===== config.mk =====
export PLATFORM = sky130hd
export DESIGN_NAME = pkt_stream_fifo_flat
export DESIGN_NICKNAME = d
export VERILOG_FILES = /design/src/rtl/pkt_stream_fifo_pkg.sv /design/src/rtl/pkt_stream_fifo_if.sv /design/src/rtl/pkt_fifo_mem.sv /design/src/rtl/pkt_stream_fifo.sv /design/src/flat_wrapper.sv
export SDC_FILE = /design/constraint.sdc
export NUM_CORES = 1
export LEC_CHECK = 0
export BUFFER_PORTS_ARGS = -buffer_cell sky130_fd_sc_hd__buf_4
export CAP_MARGIN = 20
export CORE_MARGIN = 10
export CORE_UTILIZATION = 55
export CTS_CLUSTER_SIZE = 28
export DETAILED_ROUTE_END_ITERATION = 10
export GPL_ROUTABILITY_DRIVEN = 0
export PLACE_DENSITY = 0.71
export SYNTH_ARGS = -nofsm -noshare
export SYNTH_HDL_FRONTEND = slang
export SYNTH_SLANG_ARGS = --single-unit

===== constraint.sdc =====
create_clock -name clkDSP_i -period 3.9 [get_ports clkDSP_i]
set_input_delay 0.78 -clock clkDSP_i [delete_from_list [all_inputs] [get_ports clkDSP_i]]
set_output_delay 0.78 -clock clkDSP_i [all_outputs]
set_load 0.1 [all_outputs]

===== src/rtl/pkt_stream_fifo_pkg.sv =====
// Shared types and defaults for the DSP-domain packet FIFO.
package pkt_stream_fifo_pkg;

    localparam int PKT_WIDTH  = 16;
    localparam int FIFO_DEPTH = 16;

    typedef logic [PKT_WIDTH-1:0] pkt_t;

endpackage


===== src/rtl/pkt_stream_fifo_if.sv =====
// Packet stream bundle between producer/consumer and the FIFO.
interface pkt_stream_fifo_if #(
    parameter int PKT_WIDTH = pkt_stream_fifo_pkg::PKT_WIDTH
);

    logic [PKT_WIDTH-1:0] pkt_i;
    logic                 pktChanged_i;
    logic                 rdEN_i;
    logic [PKT_WIDTH-1:0] pktOut_s_o;
    logic                 pktOutChanged_c_o;
    logic                 full_o;
    logic                 empty_o;
    logic                 overflow_o;

    modport master (
        output pkt_i,
        output pktChanged_i,
        output rdEN_i,
        input  pktOut_s_o,
        input  pktOutChanged_c_o,
        input  full_o,
        input  empty_o,
        input  overflow_o
    );

    modport slave (
        input  pkt_i,
        input  pktChanged_i,
        input  rdEN_i,
        output pktOut_s_o,
        output pktOutChanged_c_o,
        output full_o,
        output empty_o,
        output overflow_o
    );

endinterface


===== src/rtl/pkt_fifo_mem.sv =====
// Simple dual-port register array: synchronous write, asynchronous read.
module pkt_fifo_mem #(
    parameter int WIDTH = 16,
    parameter int AW    = 4
) (
    input  logic             clk,
    input  logic             we,
    input  logic [AW-1:0]    waddr,
    input  logic [WIDTH-1:0] wdata,
    input  logic [AW-1:0]    raddr,
    output logic [WIDTH-1:0] rdata
);

    logic [WIDTH-1:0] mem [2**AW];

    always_ff @(posedge clk) begin
        if (we) begin
            mem[waddr] <= wdata;
        end
    end

    assign rdata = mem[raddr];

endmodule


===== src/rtl/pkt_stream_fifo.sv =====
// Single-clock packet FIFO releasing 16-bit packets to the DSP pipeline
// with a one-cycle new-packet flag.
module pkt_stream_fifo
    import pkt_stream_fifo_pkg::*;
#(
    parameter int PKT_WIDTH = pkt_stream_fifo_pkg::PKT_WIDTH,
    parameter int DEPTH     = FIFO_DEPTH
) (
    input  logic              clkDSP_i,
    input  logic              rstDSP_i,
    pkt_stream_fifo_if.slave  bus
);

    localparam int AW = $clog2(DEPTH);
    localparam logic [AW:0] FULL_CNT = (AW+1)'(DEPTH);

    logic [AW-1:0]        wr_ptr;
    logic [AW-1:0]        rd_ptr;
    logic [AW:0]          count;
    logic [PKT_WIDTH-1:0] pkt_out;
    logic [PKT_WIDTH-1:0] rd_data;
    logic                 pop_done;
    logic                 overflow;
    logic                 full;
    logic                 empty;
    logic                 do_pop;
    logic                 do_wr;

    assign full  = (count == FULL_CNT);
    assign empty = (count == '0);

    // A pop frees a slot on the same edge, so a full FIFO still accepts.
    assign do_pop = bus.rdEN_i & ~empty;
    assign do_wr  = bus.pktChanged_i & (~full | do_pop);

    pkt_fifo_mem #(
        .WIDTH (PKT_WIDTH),
        .AW    (AW)
    ) u_mem (
        .clk   (clkDSP_i),
        .we    (do_wr),
        .waddr (wr_ptr),
        .wdata (bus.pkt_i),
        .raddr (rd_ptr),
        .rdata (rd_data)
    );

    always_ff @(posedge clkDSP_i) begin
        if (rstDSP_i) begin
            wr_ptr   <= '0;
            rd_ptr   <= '0;
            count    <= '0;
            pkt_out  <= '0;
            pop_done <= 1'b0;
            overflow <= 1'b0;
        end else begin
            pop_done <= do_pop;
            if (do_wr) begin
                wr_ptr <= wr_ptr + 1'b1;
            end
            if (do_pop) begin
                rd_ptr  <= rd_ptr + 1'b1;
                pkt_out <= rd_data;
            end
            if (bus.pktChanged_i & ~do_wr) begin
                overflow <= 1'b1;
            end
            unique case ({do_wr, do_pop})
                2'b10:   count <= count + 1'b1;
                2'b01:   count <= count - 1'b1;
                default: count <= count;
            endcase
        end
    end

    assign bus.pktOut_s_o        = pkt_out;
    assign bus.pktOutChanged_c_o = pop_done & ~rstDSP_i;
    assign bus.full_o            = full;
    assign bus.empty_o           = empty;
    assign bus.overflow_o        = overflow;

endmodule


===== src/flat_wrapper.sv =====
// flat-port wrapper written by rule: the top's interface ports become plain ports
module pkt_stream_fifo_flat import pkt_stream_fifo_pkg::*;
#(
    parameter int PKT_WIDTH = pkt_stream_fifo_pkg::PKT_WIDTH,
    parameter int DEPTH     = FIFO_DEPTH
)
  (clkDSP_i, rstDSP_i, bus_pkt_i, bus_pktChanged_i, bus_rdEN_i, bus_pktOut_s_o, bus_pktOutChanged_c_o, bus_full_o, bus_empty_o, bus_overflow_o);
  pkt_stream_fifo_if #(.PKT_WIDTH(PKT_WIDTH)) bus_i ();
  input  logic clkDSP_i;
  input  logic rstDSP_i;
  input wire logic [$bits(bus_i.pkt_i)-1:0] bus_pkt_i;
  input wire logic [$bits(bus_i.pktChanged_i)-1:0] bus_pktChanged_i;
  input wire logic [$bits(bus_i.rdEN_i)-1:0] bus_rdEN_i;
  output wire logic [$bits(bus_i.pktOut_s_o)-1:0] bus_pktOut_s_o;
  output wire logic [$bits(bus_i.pktOutChanged_c_o)-1:0] bus_pktOutChanged_c_o;
  output wire logic [$bits(bus_i.full_o)-1:0] bus_full_o;
  output wire logic [$bits(bus_i.empty_o)-1:0] bus_empty_o;
  output wire logic [$bits(bus_i.overflow_o)-1:0] bus_overflow_o;
  assign bus_i.pkt_i = bus_pkt_i;
  assign bus_i.pktChanged_i = bus_pktChanged_i;
  assign bus_i.rdEN_i = bus_rdEN_i;
  assign bus_pktOut_s_o = bus_i.pktOut_s_o;
  assign bus_pktOutChanged_c_o = bus_i.pktOutChanged_c_o;
  assign bus_full_o = bus_i.full_o;
  assign bus_empty_o = bus_i.empty_o;
  assign bus_overflow_o = bus_i.overflow_o;
  pkt_stream_fifo #(.PKT_WIDTH(PKT_WIDTH), .DEPTH(DEPTH)) u_core (.clkDSP_i(clkDSP_i), .rstDSP_i(rstDSP_i), .bus(bus_i));
endmodule

After elaboration in Yosys (flattened, before gate mapping)
Memory sizes are Yosys's and may differ from the RTL's. A register that Yosys moved wholly into a read port is not among the register bits. Cells that the tools add are included. Widths: inputs -> output; s select.

$add $sub $neg: 4. Eq/ne operators: 3. Multiplexer cells: 3. Bitwise operators: 9. Reductions and logical operators: 2.

Operators by type and width (count): $pmux 5 s2 (1); $add 4x1->4 const B (2); $add 5x1->5 const B (1); $eq 5x5->1 const B (1); $logic_not 5->1 (1); $sub 5x1->5 const B (1); $and 1x1->1 (4); $not 1->1 (4); $eq 2x1->1 const B (1); $eq 2x2->1 const B (1); $mux 1 (2); $reduce_bool 2->1 (1); $or 1x1->1 (1).

Register bits: 15. RAM bits: 256. Input port bits: 20. Output and inout bits: 20. Word-level logic and storage cells: 27. Memories: 1.

Memory list: u_core.u_mem.mem (depth 16, bits a word 16, read ports 1, clocked after memory_dff 1, wr ports 1, RTL line pkt_fifo_mem.sv:14) `logic [WIDTH-1:0] mem [2**AW];`.

Logic depth before layout (Yosys ltp)
Depth in word-level cells: 7. Depth in mapped cells: 12. Depth with buffers taken out: 11.

Cells and area by module
A second synthesis with hierarchy kept.

Cell total of the unflattened synthesis: 581. Area, all modules: 11172.0 um^2.

Modules (own cells, without submodules): pkt_fifo_mem (times used 1, cells each 416, area an instance 9723.1 um^2, sequential area each 7687.4 um^2); pkt_stream_fifo (times used 1, cells each 165, area an instance 1448.9 um^2, sequential area each 620.6 um^2).

Worst setup path after synthesis
Ideal clock, no wire load.

Kind: register -> register. Start point: register u_core.count[1]. End point: register u_core.count[4]. Setup time: 121 ps. Arrival time: 2933 ps. Data required time: 3779 ps. Path slack: 846 ps. Stages on the path, launching flop included: 13. Path buffers: 1. Period minus slack after synthesis: 3054 ps. Cells stage by stage: dfxtp_1 > or4_4 > o31a_1 > buf_6 > inv_1 > ha_1 > inv_1 > fa_1 > nor2b_1 > o21ai_0 > nand3_1 > or3b_1 > mux2_2.

Longest elaborated chain between the ends: 7. Elaborated cells on any way between the ends: 13. Classes of those cells: 2 x add/sub; 3 x eq/ne; 1 x mux; 5 x bitwise; 2 x reduce/logical.

Ends and longest elaborated chain: start, declared (RTL line pkt_stream_fifo.sv:19) `logic [AW:0] count;`; start signal, assigned (RTL line pkt_stream_fifo.sv:69) `2'b10: count <= count + 1'b1;`; start signal, assigned (RTL line pkt_stream_fifo.sv:70) `2'b01: count <= count - 1'b1;`; start signal, assigned (RTL line pkt_stream_fifo.sv:71) `default: count <= count;`; $logic_not 5->1 (RTL line pkt_stream_fifo.sv:30) `assign empty = (count == '0);`; $not 1->1 (RTL line pkt_stream_fifo.sv:33) `assign do_pop = bus.rdEN_i & ~empty;`; $and 1x1->1 (RTL line pkt_stream_fifo.sv:33); $or 1x1->1 (RTL line pkt_stream_fifo.sv:34) `assign do_wr = bus.pktChanged_i & (~full | do_pop);`; $and 1x1->1 (RTL line pkt_stream_fifo.sv:34); $eq 2x1->1 / $eq 2x2->1 (equally long branches) (RTL line pkt_stream_fifo.sv:68) `unique case ({do_wr, do_pop})`; $pmux 5 s2 / $reduce_bool 2->1 (equally long branches).

Parallel ways exist; a longest one is shown, timed or not. A chain may end at the register's enable or synchronous reset.

Final worst setup path
Ends and elaborated chain as after synthesis.

==> impl_metrics.prom <==
# TYPE chip_impl_metric gauge
chip_impl_metric{name="worst_ep_arrival_time",unit="ns"} 3.81
chip_impl_info{name="cp_common_cell",value="inv_1"} 1
chip_impl_metric{name="post-route-drc-count",unit=""} 0
chip_impl_metric{name="grt.overflow.total",unit=""} 0
chip_impl_metric{name="leakagePower",unit="nW"} 4.126
chip_impl_metric{name="timing_worst_slew_pin_value",unit="ns"} 1.066
chip_impl_metric{name="io_buffer_count",unit=""} 39
chip_impl_info{name="tritoncts",value="built"} 1
chip_impl_metric{name="synth_adder_area_share",unit="%"} 1.187
chip_impl_metric{name="compound_cell_area_share_of_the_yosys_netlist",unit="%"} 5.331
chip_impl_metric{name="cts-hold-fix-buffers",unit=""} 0
chip_impl_info{name="min_path_type",value="flop to flop"} 1
chip_impl_metric{name="viasPerCell",unit=""} 5.710
chip_impl_info{name="synth_top_family_by_area",value="multiplexers"} 1
chip_impl_metric{name="cts.sinks",unit=""} 287
chip_impl_metric{name="die_area",unit="µm²"} 26410
chip_impl_metric{name="post_cts_buffers",unit=""} 0
chip_impl_metric{name="yosys-mux-area-fraction",unit="%"} 11.66
chip_impl_info{name="critical_path_cell_by_cell",value="or4_4, o31a_1, inv_1, ha_1, inv_1, fa_1, nor2b_1, o21ai_0, nand3_1, or3b_1, mux2_2"} 1
chip_impl_metric{name="setup_ws",unit="ns"} 0.5098
chip_impl_metric{name="synth-edff-count",unit=""} 256
chip_impl_metric{name="fp.coreArea",unit="µm²"} 20100
chip_impl_metric{name="share_of_the_clock_period_used_by_the_worst_path_after_layout",unit="%"} 86.93
chip_impl_metric{name="detailroute.via_count",unit=""} 5876
chip_impl_metric{name="fp.dieW",unit="µm"} 162.5
chip_impl_metric{name="drt.antenna.violating_nets",unit=""} 0
chip_impl_metric{name="worst_ir_drop_vdd",unit="mV"} 0.5762
chip_impl_info{name="cts-root-buf",value="clkbuf_16"} 1
chip_impl_info{name="grt_setup_unrepaired",value="false"} 1
chip_impl_metric{name="report.final.setup_viol",unit=""} 0
chip_impl_info{name="slowest_stage",value="or4_4"} 1
chip_impl_metric{name="antennaDiodeCount",unit=""} 0
chip_impl_metric{name="achievable-frequency",unit="MHz"} 295.0
chip_impl_metric{name="synthSimpleGateAreaFrac",unit="%"} 4.289
chip_impl_metric{name="cell_count_after_placement",unit=""} 977
chip_impl_info{name="crit_type",value="flop to flop"} 1
chip_impl_metric{name="ys.warnings.count",unit=""} 0
chip_impl_metric{name="critPathRequiredTime",unit="ns"} 4.32
chip_impl_metric{name="clock_tree.htree_level_count",unit=""} 1
chip_impl_metric{name="slew_viol_final",unit=""} 0
chip_impl_metric{name="fin_nets",unit=""} 767
chip_impl_metric{name="cpPeakStageDelay",unit="ns"} 0.56
chip_impl_metric{name="dpl.hpwl",unit="mm"} 14.68
chip_impl_metric{name="grt_pass1_vias",unit=""} 6075
chip_impl_info{name="critPathLaunchType",value="flop"} 1
chip_impl_metric{name="p_per_area",unit="nW/µm²"} 642.4
chip_impl_metric{name="hold_viol",unit=""} 0
chip_impl_metric{name="wl_per_cell",unit="µm"} 22.66
chip_impl_metric{name="tns",unit="ns"} 0
chip_impl_metric{name="netlist_instances",unit=""} 672
chip_impl_metric{name="post-layout-total-power",unit="mW"} 8.286
chip_impl_metric{name="clk_path_buf_depth",unit=""} 3
chip_impl_metric{name="clk_latency",unit="ns"} 0.54
chip_impl_metric{name="synth_area_per_cell",unit="µm²"} 16.62
chip_impl_metric{name="area_delta_synth_final",unit="%"} 15.46
chip_impl_metric{name="io_pins",unit=""} 40
chip_impl_metric{name="hold_ws",unit="ns"} 0.4898
chip_impl_metric{name="largest_net_degree_at_the_start_of_global_routing",unit=""} 49
chip_impl_info{name="outcome",value="finished clean"} 1
chip_impl_metric{name="routed_wirelength",unit="mm"} 23.32
chip_impl_metric{name="number_of_buffers_and_inverters_on_the_critical_path",unit=""} 2
chip_impl_info{name="family_with_the_most_delay_on_the_worst_path",value="simple AND/OR/NAND/NOR gates"} 1
chip_impl_metric{name="row_count",unit=""} 52
chip_impl_metric{name="critPathMaxFanout",unit=""} 9
chip_impl_metric{name="layout_min_cycle_time",unit="ns"} 3.390
chip_impl_metric{name="synthesis.nets",unit=""} 702
chip_impl_metric{name="drt_first_iter_violations",unit=""} 404
chip_impl_metric{name="grt_first_pass_wirelength",unit="mm"} 35.52
chip_impl_metric{name="groute.usage.overall",unit="%"} 17.44
chip_impl_metric{name="count_of_distinct_cell_types_in_the_synthesized_netlist",unit=""} 38
chip_impl_metric{name="floorplan.initialDensity",unit="%"} 55.57
chip_impl_metric{name="synth_seq_cells",unit=""} 287
chip_impl_metric{name="drtPass1Iterations",unit=""} 4
chip_impl_metric{name="synth.cell_area",unit="µm²"} 11170
chip_impl_metric{name="synth-xor-area-share",unit="%"} 0.6272
chip_impl_metric{name="initial_antenna_violation_count",unit=""} 0
chip_impl_info{name="predominant_post_synthesis_flop_cell",value="edfxtp_1"} 1
chip_impl_metric{name="async_flop_share",unit="%"} 0
chip_impl_info{name="crit_path_end_kind",value="flop"} 1
chip_impl_metric{name="pre_cts_setup_slack",unit="ns"} 0.5244
chip_impl_metric{name="chipHeight",unit="µm"} 162.5
chip_impl_metric{name="stdcell_count",unit=""} 1029
chip_impl_metric{name="worst_slew_margin",unit="%"} 28.74
chip_impl_metric{name="drv_cap",unit=""} 0
chip_impl_metric{name="postCtsResizedCells",unit=""} 0
chip_impl_metric{name="path_clk_slew",unit="ns"} 0.06
chip_impl_metric{name="fin_skew",unit="ns"} 0.01182
chip_impl_metric{name="seq_area_frac_synth",unit="%"} 74.36
chip_impl_metric{name="final_layout_size_suffix_gt1_share",unit="%"} 18.18
chip_impl_metric{name="numCtsBuffers",unit=""} 28
layout by cell type (no fill, tap or decap), types with 3 or more instances in the layout:
master      synthesis  routed
nand3b_1            3       3
xor2_1              5       5
a21oi_1             7       7
clkbuf_16           0      29
nor3_2              0       4
nor2_1             48      48
mux2i_1           129     129
inv_1               9       9
xnor2_1             3       3
nor2b_1             3       3
dfxtp_1            31      30
buf_4               2      73
or3b_1              3       3
nor4_1             16      16
ha_1                9       9
clkinv_2            0       6
o22ai_1            64      64
nand2_1             8       8
edfxtp_1          256     256
clkinvlp_4          0       3
a211oi_1           14      14
bufinv_16           0       6
flip-flops by register name, indices dropped and copies added (netlist names):
signal	count
u_core.wr_ptr	4
u_core.bus.overflow_o	1
u_core.bus.pktOut_s_o	16
u_core.count	5
u_core.rd_ptr	4
u_core.pop_done	1
u_core.u_mem.mem	256
logic make-up (layout without fill, tap and decap cells):
| kind of cell | after synthesis | count (layout) |
|---|---|---|
| flip-flops | 287 | 287 |
| multiplexers | 130 | 130 |
| AND/OR/NAND/NOR | 96 | 96 |
| AO/OA/AOI/OAI | 91 | 91 |
| buffers and inverters | 50 | 137 |
| adder cells (fa/ha/maj) | 10 | 10 |
| XOR/XNOR | 8 | 8 |
routing by layer:
metal  global-route usage (%)  part of all wire [%]  up-vias
met5                        0                     0        -
met2                    30.50                    51      157
met1                    22.03                    42     2924
met4                    4.094                   1.8        0
li1                         -                     -     2762
met3                    3.210                   5.0       33
cell type report:
class	count	area [µm²]
clock inverters	20	266.5
multi-input cells	335	2600
clock buffers	32	757.0
flip-flops and latches	287	8312
fillers	1376	7206
inverters	10	37.54
repair buffers	75	588.1
well taps	270	337.8
cells in the mapped netlist, types with 5 or more instances:
master,n,area share [%]
a211oi_1,14,0.94
a21oi_1,7,0.31
buf_2,17,0.76
buf_6,9,0.91
clkbuf_1,10,0.34
dfxtp_1,31,5.6
edfxtp_1,256,69
ha_1,9,1.0
inv_1,9,0.30
mux2i_1,129,12
nand2_1,8,0.27
nor2_1,48,1.6
nor3_1,5,0.22
nor4_1,16,0.90
o22ai_1,64,3.6
xor2_1,5,0.39
per-stage QoR:
stage	instance area, µm²	util, %
2_1_floorplan	11170	-
3_3_place_gp	11880	59.07
3_5_place_dp	11880	59.07
4_1_cts	12900	64.16
5_1_grt	12900	64.16
6_report	12900	64.16
power breakdown:
part,switching (mW),internal (mW)
clock network,1.12,1.79
registers,0.101,3.51
logic,1.31,0.444
total,2.53,5.75
worst paths after layout:
| kind | to | startpoint | cells past startpoint | slack [ns] |
|---|---|---|---|---|
| max reg2reg | u_core.count[4] | u_core.count[1] | 11 | 0.51 |
| min | u_core.bus.overflow_o | u_core.bus.overflow_o | 2 | 0.49 |
| min reg2reg | u_core.bus.overflow_o | u_core.bus.overflow_o | 2 | 0.49 |
| max | u_core.count[4] | u_core.count[1] | 11 | 0.51 |
worst register-to-register path, delay by kind of cell (launching register included):
| family | cells | cell delay [ns] |
|---|---|---|
| AO/OA/AOI/OAI | 2 | 0.55 |
| adder cells (fa/ha/maj) | 2 | 0.69 |
| buffers and inverters | 2 | 0.22 |
| flip-flops | 1 | 0.34 |
| multiplexers | 1 | 0.28 |
| AND/OR/NAND/NOR | 4 | 1.21 |
(Power assumes the default switching activity.)
